<file path="src/rtl/mod_exp_ctrl.sv">
`default_nettype none
// ============================================================================
//  Module      : mod_exp_ctrl
//  Description : Left-to-right square-and-multiply sequencer for 64-bit
//                modular exponentiation. It drives an external Montgomery
//                multiplier (R = 2^64) and returns base^exponent mod M in
//                normal form.
//
//  Ports
//    pclk, nreset          clock, synchronous active-low reset
//    start                 request, sampled only in IDLE
//    base_m, one_m         base*R mod M and R mod M (latched at start)
//    exponent, modulus     exponent and odd modulus M (latched at start)
//    mm_go                 multiplier GO, high for a whole operation
//    mm_a, mm_b, mm_m      multiplier operands, stable while mm_go=1
//    mm_p, mm_ready        multiplier product and ready flag
//    busy, done, result    status, one-cycle completion pulse, result
//
//  Revision    : 1.0 - initial release
// ============================================================================
module mod_exp_ctrl (
    input  logic        pclk,
    input  logic        nreset,
    input  logic        start,
    input  logic [63:0] base_m,
    input  logic [63:0] one_m,
    input  logic [63:0] exponent,
    input  logic [63:0] modulus,
    output logic        mm_go,
    output logic [63:0] mm_a,
    output logic [63:0] mm_b,
    output logic [63:0] mm_m,
    input  logic [63:0] mm_p,
    input  logic        mm_ready,
    output logic        busy,
    output logic        done,
    output logic [63:0] result
);

    typedef enum logic [2:0] {
        S_IDLE   = 3'd0,
        S_SCAN   = 3'd1,
        S_ISSUE  = 3'd2,
        S_RUN    = 3'd3,
        S_FINISH = 3'd4
    } state_t;

    // Kind of the operation pending in ISSUE/RUN.
    typedef enum logic [1:0] {
        OP_SQR  = 2'd0,
        OP_MUL  = 2'd1,
        OP_CONV = 2'd2
    } op_t;

    localparam logic [5:0]  c_IDX_TOP = 6'd63;
    localparam logic [63:0] c_ONE     = 64'h1;

    state_t      r_state, w_state_nxt;
    op_t         r_op,    w_op_nxt;
    logic [5:0]  r_idx,   w_idx_nxt;
    logic [63:0] r_x,     w_x_nxt;
    logic [63:0] r_a,     w_a_nxt;
    logic [63:0] r_b,     w_b_nxt;
    logic [63:0] r_result, w_result_nxt;
    logic [63:0] r_base;
    logic [63:0] r_exp;
    logic [63:0] r_mod;
    logic        w_load;
    logic        w_bit;
    logic        w_last;

    // ------------------------------------------------------------------
    // State and datapath registers
    // ------------------------------------------------------------------
    always_ff @(posedge pclk) begin
        if (!nreset) begin
            r_state  <= S_IDLE;
            r_op     <= OP_SQR;
            r_idx    <= c_IDX_TOP;
            r_x      <= 64'd0;
            r_a      <= 64'd0;
            r_b      <= 64'd0;
            r_result <= 64'd0;
            r_base   <= 64'd0;
            r_exp    <= 64'd0;
            r_mod    <= 64'd0;
        end else begin
            r_state  <= w_state_nxt;
            r_op     <= w_op_nxt;
            r_idx    <= w_idx_nxt;
            r_x      <= w_x_nxt;
            r_a      <= w_a_nxt;
            r_b      <= w_b_nxt;
            r_result <= w_result_nxt;
            if (w_load) begin
                r_base <= base_m;
                r_exp  <= exponent;
                r_mod  <= modulus;
            end
        end
    end

    // ------------------------------------------------------------------
    // Next-state and output logic
    // ------------------------------------------------------------------
    always_comb begin
        w_state_nxt  = r_state;
        w_op_nxt     = r_op;
        w_idx_nxt    = r_idx;
        w_x_nxt      = r_x;
        w_a_nxt      = r_a;
        w_b_nxt      = r_b;
        w_result_nxt = r_result;
        w_load       = 1'b0;
        w_bit        = r_exp[r_idx];
        w_last       = (r_idx == 6'd0);

        mm_go  = (r_state == S_RUN);
        busy   = (r_state == S_SCAN) || (r_state == S_ISSUE) || (r_state == S_RUN);
        done   = (r_state == S_FINISH);
        mm_a   = r_a;
        mm_b   = r_b;
        mm_m   = r_mod;
        result = r_result;

        case (r_state)
            S_IDLE: begin
                if (start) begin
                    w_load      = 1'b1;
                    w_idx_nxt   = c_IDX_TOP;
                    w_x_nxt     = one_m;
                    w_state_nxt = S_SCAN;
                end
            end

            S_SCAN: begin
                if (w_bit) begin
                    // Leading one: X = base directly, no multiply needed.
                    w_x_nxt     = r_base;
                    w_state_nxt = S_ISSUE;
                    if (w_last) begin
                        w_op_nxt = OP_CONV;
                    end else begin
                        w_op_nxt  = OP_SQR;
                        w_idx_nxt = r_idx - 6'd1;
                    end
                end else if (w_last) begin
                    // Zero exponent: X stays R mod M, only convert.
                    w_op_nxt    = OP_CONV;
                    w_state_nxt = S_ISSUE;
                end else begin
                    w_idx_nxt = r_idx - 6'd1;
                end
            end

            S_ISSUE: begin
                w_a_nxt = r_x;
                case (r_op)
                    OP_SQR:  w_b_nxt = r_x;
                    OP_MUL:  w_b_nxt = r_base;
                    default: w_b_nxt = c_ONE;
                endcase
                w_state_nxt = S_RUN;
            end

            S_RUN: begin
                if (mm_ready) begin
                    w_x_nxt     = mm_p;
                    w_state_nxt = S_ISSUE;
                    case (r_op)
                        OP_SQR: begin
                            // r_idx is the bit being processed; a set bit
                            // needs the multiply before moving on.
                            if (w_bit) begin
                                w_op_nxt = OP_MUL;
                            end else if (w_last) begin
                                w_op_nxt = OP_CONV;
                            end else begin
                                w_op_nxt  = OP_SQR;
                                w_idx_nxt = r_idx - 6'd1;
                            end
                        end
                        OP_MUL: begin
                            if (w_last) begin
                                w_op_nxt = OP_CONV;
                            end else begin
                                w_op_nxt  = OP_SQR;
                                w_idx_nxt = r_idx - 6'd1;
                            end
                        end
                        default: begin
                            // Conversion product is the final answer; it is
                            // stored now so result is valid in the done cycle.
                            w_result_nxt = mm_p;
                            w_state_nxt  = S_FINISH;
                        end
                    endcase
                end
            end

            S_FINISH: begin
                w_state_nxt = S_IDLE;
            end

            default: begin
                w_state_nxt = S_IDLE;
            end
        endcase
    end

endmodule
`default_nettype wire

</file>
<file path="config.mk">
export PLATFORM = sky130hd
export DESIGN_NAME = mod_exp_ctrl
export DESIGN_NICKNAME = d
export VERILOG_FILES = /design/src/rtl/mod_exp_ctrl.sv
export SDC_FILE = /design/constraint.sdc
export NUM_CORES = 1
export LEC_CHECK = 0
export CORE_MARGIN = 8
export CORE_UTILIZATION = 35
export CTS_BUF_LIST = sky130_fd_sc_hd__clkbuf_8
export DETAILED_ROUTE_END_ITERATION = 8
export SLEW_MARGIN = 5
export SYNTH_ARGS = -nofsm -noshare
export SYNTH_HDL_FRONTEND = slang
export SYNTH_SLANG_ARGS = --single-unit
</file>
<file path="constraint.sdc">
create_clock -name pclk -period 3.5 [get_ports pclk]
set_input_delay 0.875 -clock pclk [delete_from_list [all_inputs] [get_ports pclk]]
set_output_delay 0.875 -clock pclk [all_outputs]
set_load 0.005 [all_outputs]
</file>
**Yosys cells after proc, flatten, opt, wreduce, memory -nomap -nowiden**

Index checks and enable logic that the tools add are counted.

- Bitwise operators: 1
- $lt $le $gt $ge: 1
- Add/subtract/negate cells: 1
- Reductions and logical operators: 13
- Multiplexer cells: 28
- Eq/ne operators: 11

Operator list:

| cell | count |
|---|---|
| $mux 64 | 3 |
| $pmux 64 s3 | 1 |
| $pmux 64 s2 | 1 |
| $mux 6 | 4 |
| $pmux 6 s3 | 1 |
| $mux 3 | 5 |
| $pmux 3 s4 | 1 |
| $pmux 6 s2 | 1 |
| $mux 2 | 5 |
| $pmux 2 s2 | 2 |
| $reduce_and 4->1 | 2 |
| $lt 6x7->1 const B | 1 |
| $bmux 1 s6 | 1 |
| $eq 3x2->1 const B | 2 |
| $logic_not 6->1 | 1 |
| $ne 3x3->1 const B | 2 |
| $reduce_and 3->1 | 2 |
| $sub 6x1->6 const B | 1 |
| $reduce_and 5->1 | 1 |
| $ne 2x2->1 const B | 2 |
| $eq 3x1->1 const B | 1 |
| $eq 3x3->1 const B | 1 |
| $logic_not 3->1 | 1 |
| $mux 1 | 3 |
| other kinds (9) | 10 |

- Logic and storage cells: 65
- Output and inout bits: 259
- Flip-flop bits (word level): 459
- Bits of input ports: 324

**Depth between registers and ports, before layout**

- Depth after elaboration: 6
- Depth in mapped cells: 13
- Mapped depth without buffers: 7

**Worst setup path before layout**

No wires, ideal clock.

- Path kind: register to output
- Start: register r_state[1]
- End: output done
- Cell stages (with the launch flop): 6
- Slack: 1054 ps
- Data required time: 2625 ps
- Path buffers: 3
- Arrival time: 1571 ps
- Cell sequence: dfxtp_1 clkbuf_1 buf_2 buf_1 nor2_1 and2_1

- Cells in the longest elaborated chain, start to end: 1

Ends and longest elaborated chain:

| what | RTL line | text |
|---|---|---|
| from (decl) | 58 | `state_t r_state, w_state_nxt;` |
| from (signal assigned) | 88 | `r_state <= w_state_nxt;` |
| $eq 3x3->1 | 120 | `done = (r_state == S_FINISH);` |
| to (decl) | 36 | `output logic done,` |

No other way between the ends.

**Worst setup path after layout**

- Start: register r_state[2]
- End: output mm_go

- Cells in the longest elaborated chain, start to end: 1

Ends and longest elaborated chain:

| what | RTL line | text |
|---|---|---|
| $eq 3x2->1 | 118 | `mm_go = (r_state == S_RUN);` |
| to (decl) | 29 | `output logic mm_go,` |

No other way between the ends.

==> results.sh <==
export IMPL_cp_max_fo=14
export IMPL_yosysTopAreaCell="dfxtp_1"
export IMPL_total_power_mw=12.5
export IMPL_relSlewSlack_pct=28.8
export IMPL_regToRegStartpoint="r_idx[1]"
export IMPL_worstPathRequired_ns=2.62
export IMPL_clock_sinks=459
export IMPL_critPathKind="reg2out"
export IMPL_powerDensity_mw_per_mm2=441
export IMPL_crit_start="r_state[2]"
export IMPL_ys_seq_area_share_pct=45.7
export IMPL_hold_violations=0
export IMPL_port_buffers=582
export IMPL_final_cell_mix="716 x nand2_1, 581 x clkdlybuf4s50_1, 456 x dfxtp_1, 323 x a21boi_0, 138 x mux2i_1"
export IMPL_dpl_cell_area_mm2=0.0265
export IMPL_drcViolationCount=0
export IMPL_worstSetupEndpointType="primary output"
export IMPL_fmax_mhz=306
export IMPL_layout_drive_gt1_share_pct=6.75
export IMPL_vias=18900
export IMPL_period_needed_ns=3.27
export IMPL_cts_buffers=83
export IMPL_clockBufferDepth=3
export IMPL_maxCapViolCount=0
export IMPL_stdcell_count=3750
export IMPL_ir_drop_v=0.000264
export IMPL_layout_commonest_cell="nand2_1"
export IMPL_clk_pin_slew_ns=0.06
export IMPL_pre_cts_slack_ns=0.404
export IMPL_ys_flop_type="dfxtp_1"
export IMPL_async_flop_share_pct=0
export IMPL_grt_max_degree=191
export IMPL_hp_class="reg2reg"
export IMPL_rsz0062_at_grt="no"
export IMPL_grt_overflow_total=0
export IMPL_slew_viol_final=0
export IMPL_status="complete, no violations"
export IMPL_reg2reg_to="r_x[28]"
export IMPL_syn_area_mm2=0.0201
export IMPL_synth_distinct_cells=57
export IMPL_place_inst=3595
export IMPL_wl_per_cell_um=20.7
export IMPL_setup_viol_count_final=0
export IMPL_fp_row_count=88
export IMPL_initial_core_util_pct=35.1
export IMPL_wirelength_um=77700
export IMPL_root_buffer="clkbuf_8"
export IMPL_viasPerCell=5.05
export IMPL_grt_pass1_vias=19200
export IMPL_tns_ns=0
export IMPL_worst_r2r_path_depth=8
export IMPL_fp_dieW_um=256
export IMPL_cts_hold_buffers=0
export IMPL_ios=583
export IMPL_setup_slack_ns=0.227
export IMPL_gp_congestion=0.837
export IMPL_ant_nets=0
export IMPL_nets=3241
export IMPL_synth_area_top_cells="dfxtp_1 46%, nand2_1 13%, a21boi_0 12%, mux2i_1 6.9%, clkbuf_1 3.2%"
export IMPL_hold_ws_ns=0.460
export IMPL_antenna_found_initial=17
export IMPL_crit_path_start_kind="flip-flop"
export IMPL_worst_slew_pin_slew_ns=1.07
export IMPL_hpwl_um=56100
export IMPL_drt_iter0_drc=1067
export IMPL_die_y_um=256
export IMPL_firstDrtPassIters=5
export IMPL_areaGrowthSynthToFinish_pct=40.7
export IMPL_core_region_area_mm2=0.0573
export IMPL_synth_cells=2416
export IMPL_track_usage_pct=22.7
export IMPL_min_from="result[47]"
export IMPL_ys_ff_latch=459
export IMPL_avgSynthCellArea_um2=8.32
export IMPL_crit_arrival_ns=2.40
export IMPL_cts_max_level=3
export IMPL_fin_util_pct=49.4
export IMPL_synth_nets=2742
export IMPL_ys_warn_count=0
export IMPL_clk_latency_ns=0.66
export IMPL_synth_top_area_share_pct=45.7
export IMPL_tritoncts="yes"
export IMPL_grt_pass1_wl_um=118000
export IMPL_crit_path_end="mm_go"
export IMPL_min_period_over_period_pct=93.5
export IMPL_die_area_mm2=0.0654
export IMPL_leakage_nw=9.72
export IMPL_fin_skew_ns=0.0403
export IMPL_finalInstanceArea_mm2=0.0283
export IMPL_reg2reg_slack_ns=0.36
export IMPL_synth_edff_count=0
## area by class of cell
cell class | instances | area [um^2]
fillers | 5468 | 29000
multi-input cells | 1738 | 9990
flip-flops and latches | 459 | 9200
repair buffers | 624 | 6350
clock buffers | 110 | 1510
well taps | 765 | 957
clock inverters | 37 | 226
inverters | 9 | 33.8
diodes | 8 | 20.0
## routing by layer
metal | up-vias | global-route usage (%) | share of wire [%]
met5 | - | 0 | 0.14
met4 | 20 | 8.67 | 3.5
met3 | 149 | 8.63 | 9.0
met2 | 684 | 37.5 | 46
met1 | 8933 | 26.6 | 41
li1 | 9159 | - | -
## critical path: stages, from the launching register on
cell and delay, ns:
dfxtp_1 0.49, nor2_2 0.31, nand2_1 0.20, inv_1 0.19, clkdlybuf4s50_1 0.56
## registers in the layout (all words and copies together) (netlist names)
register and cells:
r_state 3, result 64, r_op 2, mm_a 64, r_base 64, r_x 64
r_idx 6, mm_m 64, r_exp 64, mm_b 64
## worst min path at each step
stage | end | slack (ns) | cells after the start
after floorplan | r_exp[11] | 0.44 | 2
after global placement | result[30] | 0.45 | 2
after detailed placement | result[47] | 0.46 | 2
after CTS | mm_a[58] | 0.46 | 2
after global routing | mm_a[58] | 0.48 | 2
final | result[47] | 0.46 | 2
## cells by family after synthesis
| family | count (synthesis) | synth area share, % |
|---|---|---|
| and+or+nand+nor | 973 | 20.3 |
| DFF | 459 | 45.7 |
| muxes | 152 | 8.35 |
| buffers and inverters | 219 | 4.95 |
| AOI/OAI and AO/OA | 611 | 20.6 |
| adders and majority gates | 2 | 0.124 |
## cell usage after synthesis (all sizes together), types with 2 or more instances
library cell,count
nand4,3
buf,41
mux4,11
ha,2
nor2,20
nor3b,2
mux2,3
nand4b,2
clkbuf,169
mux2i,138
nor2b,65
o22ai,2
nand2,719
a21oi,70
nor4,4
o41ai,3
and2,5
nor3,71
nand3,71
inv,9
o21ai,138
a21boi,384
and3,3
or3,2
nand2b,4
dfxtp,459
## where the power goes
group          leakage, nW  switching [mW]  internal [mW]
registers             3.74           0.178           5.45
clock network        0.978            2.32           2.95
logic                 5.01           0.787          0.799
total                 9.72            3.28           9.20
## what timing repair did
item                                    4_1_cts  5_1_grt
gates resized for setup                       0        1
setup buffers                                 0        0
endpoints found under the setup margin        0        1
Note: power is estimated with default switching activity, not from simulation.
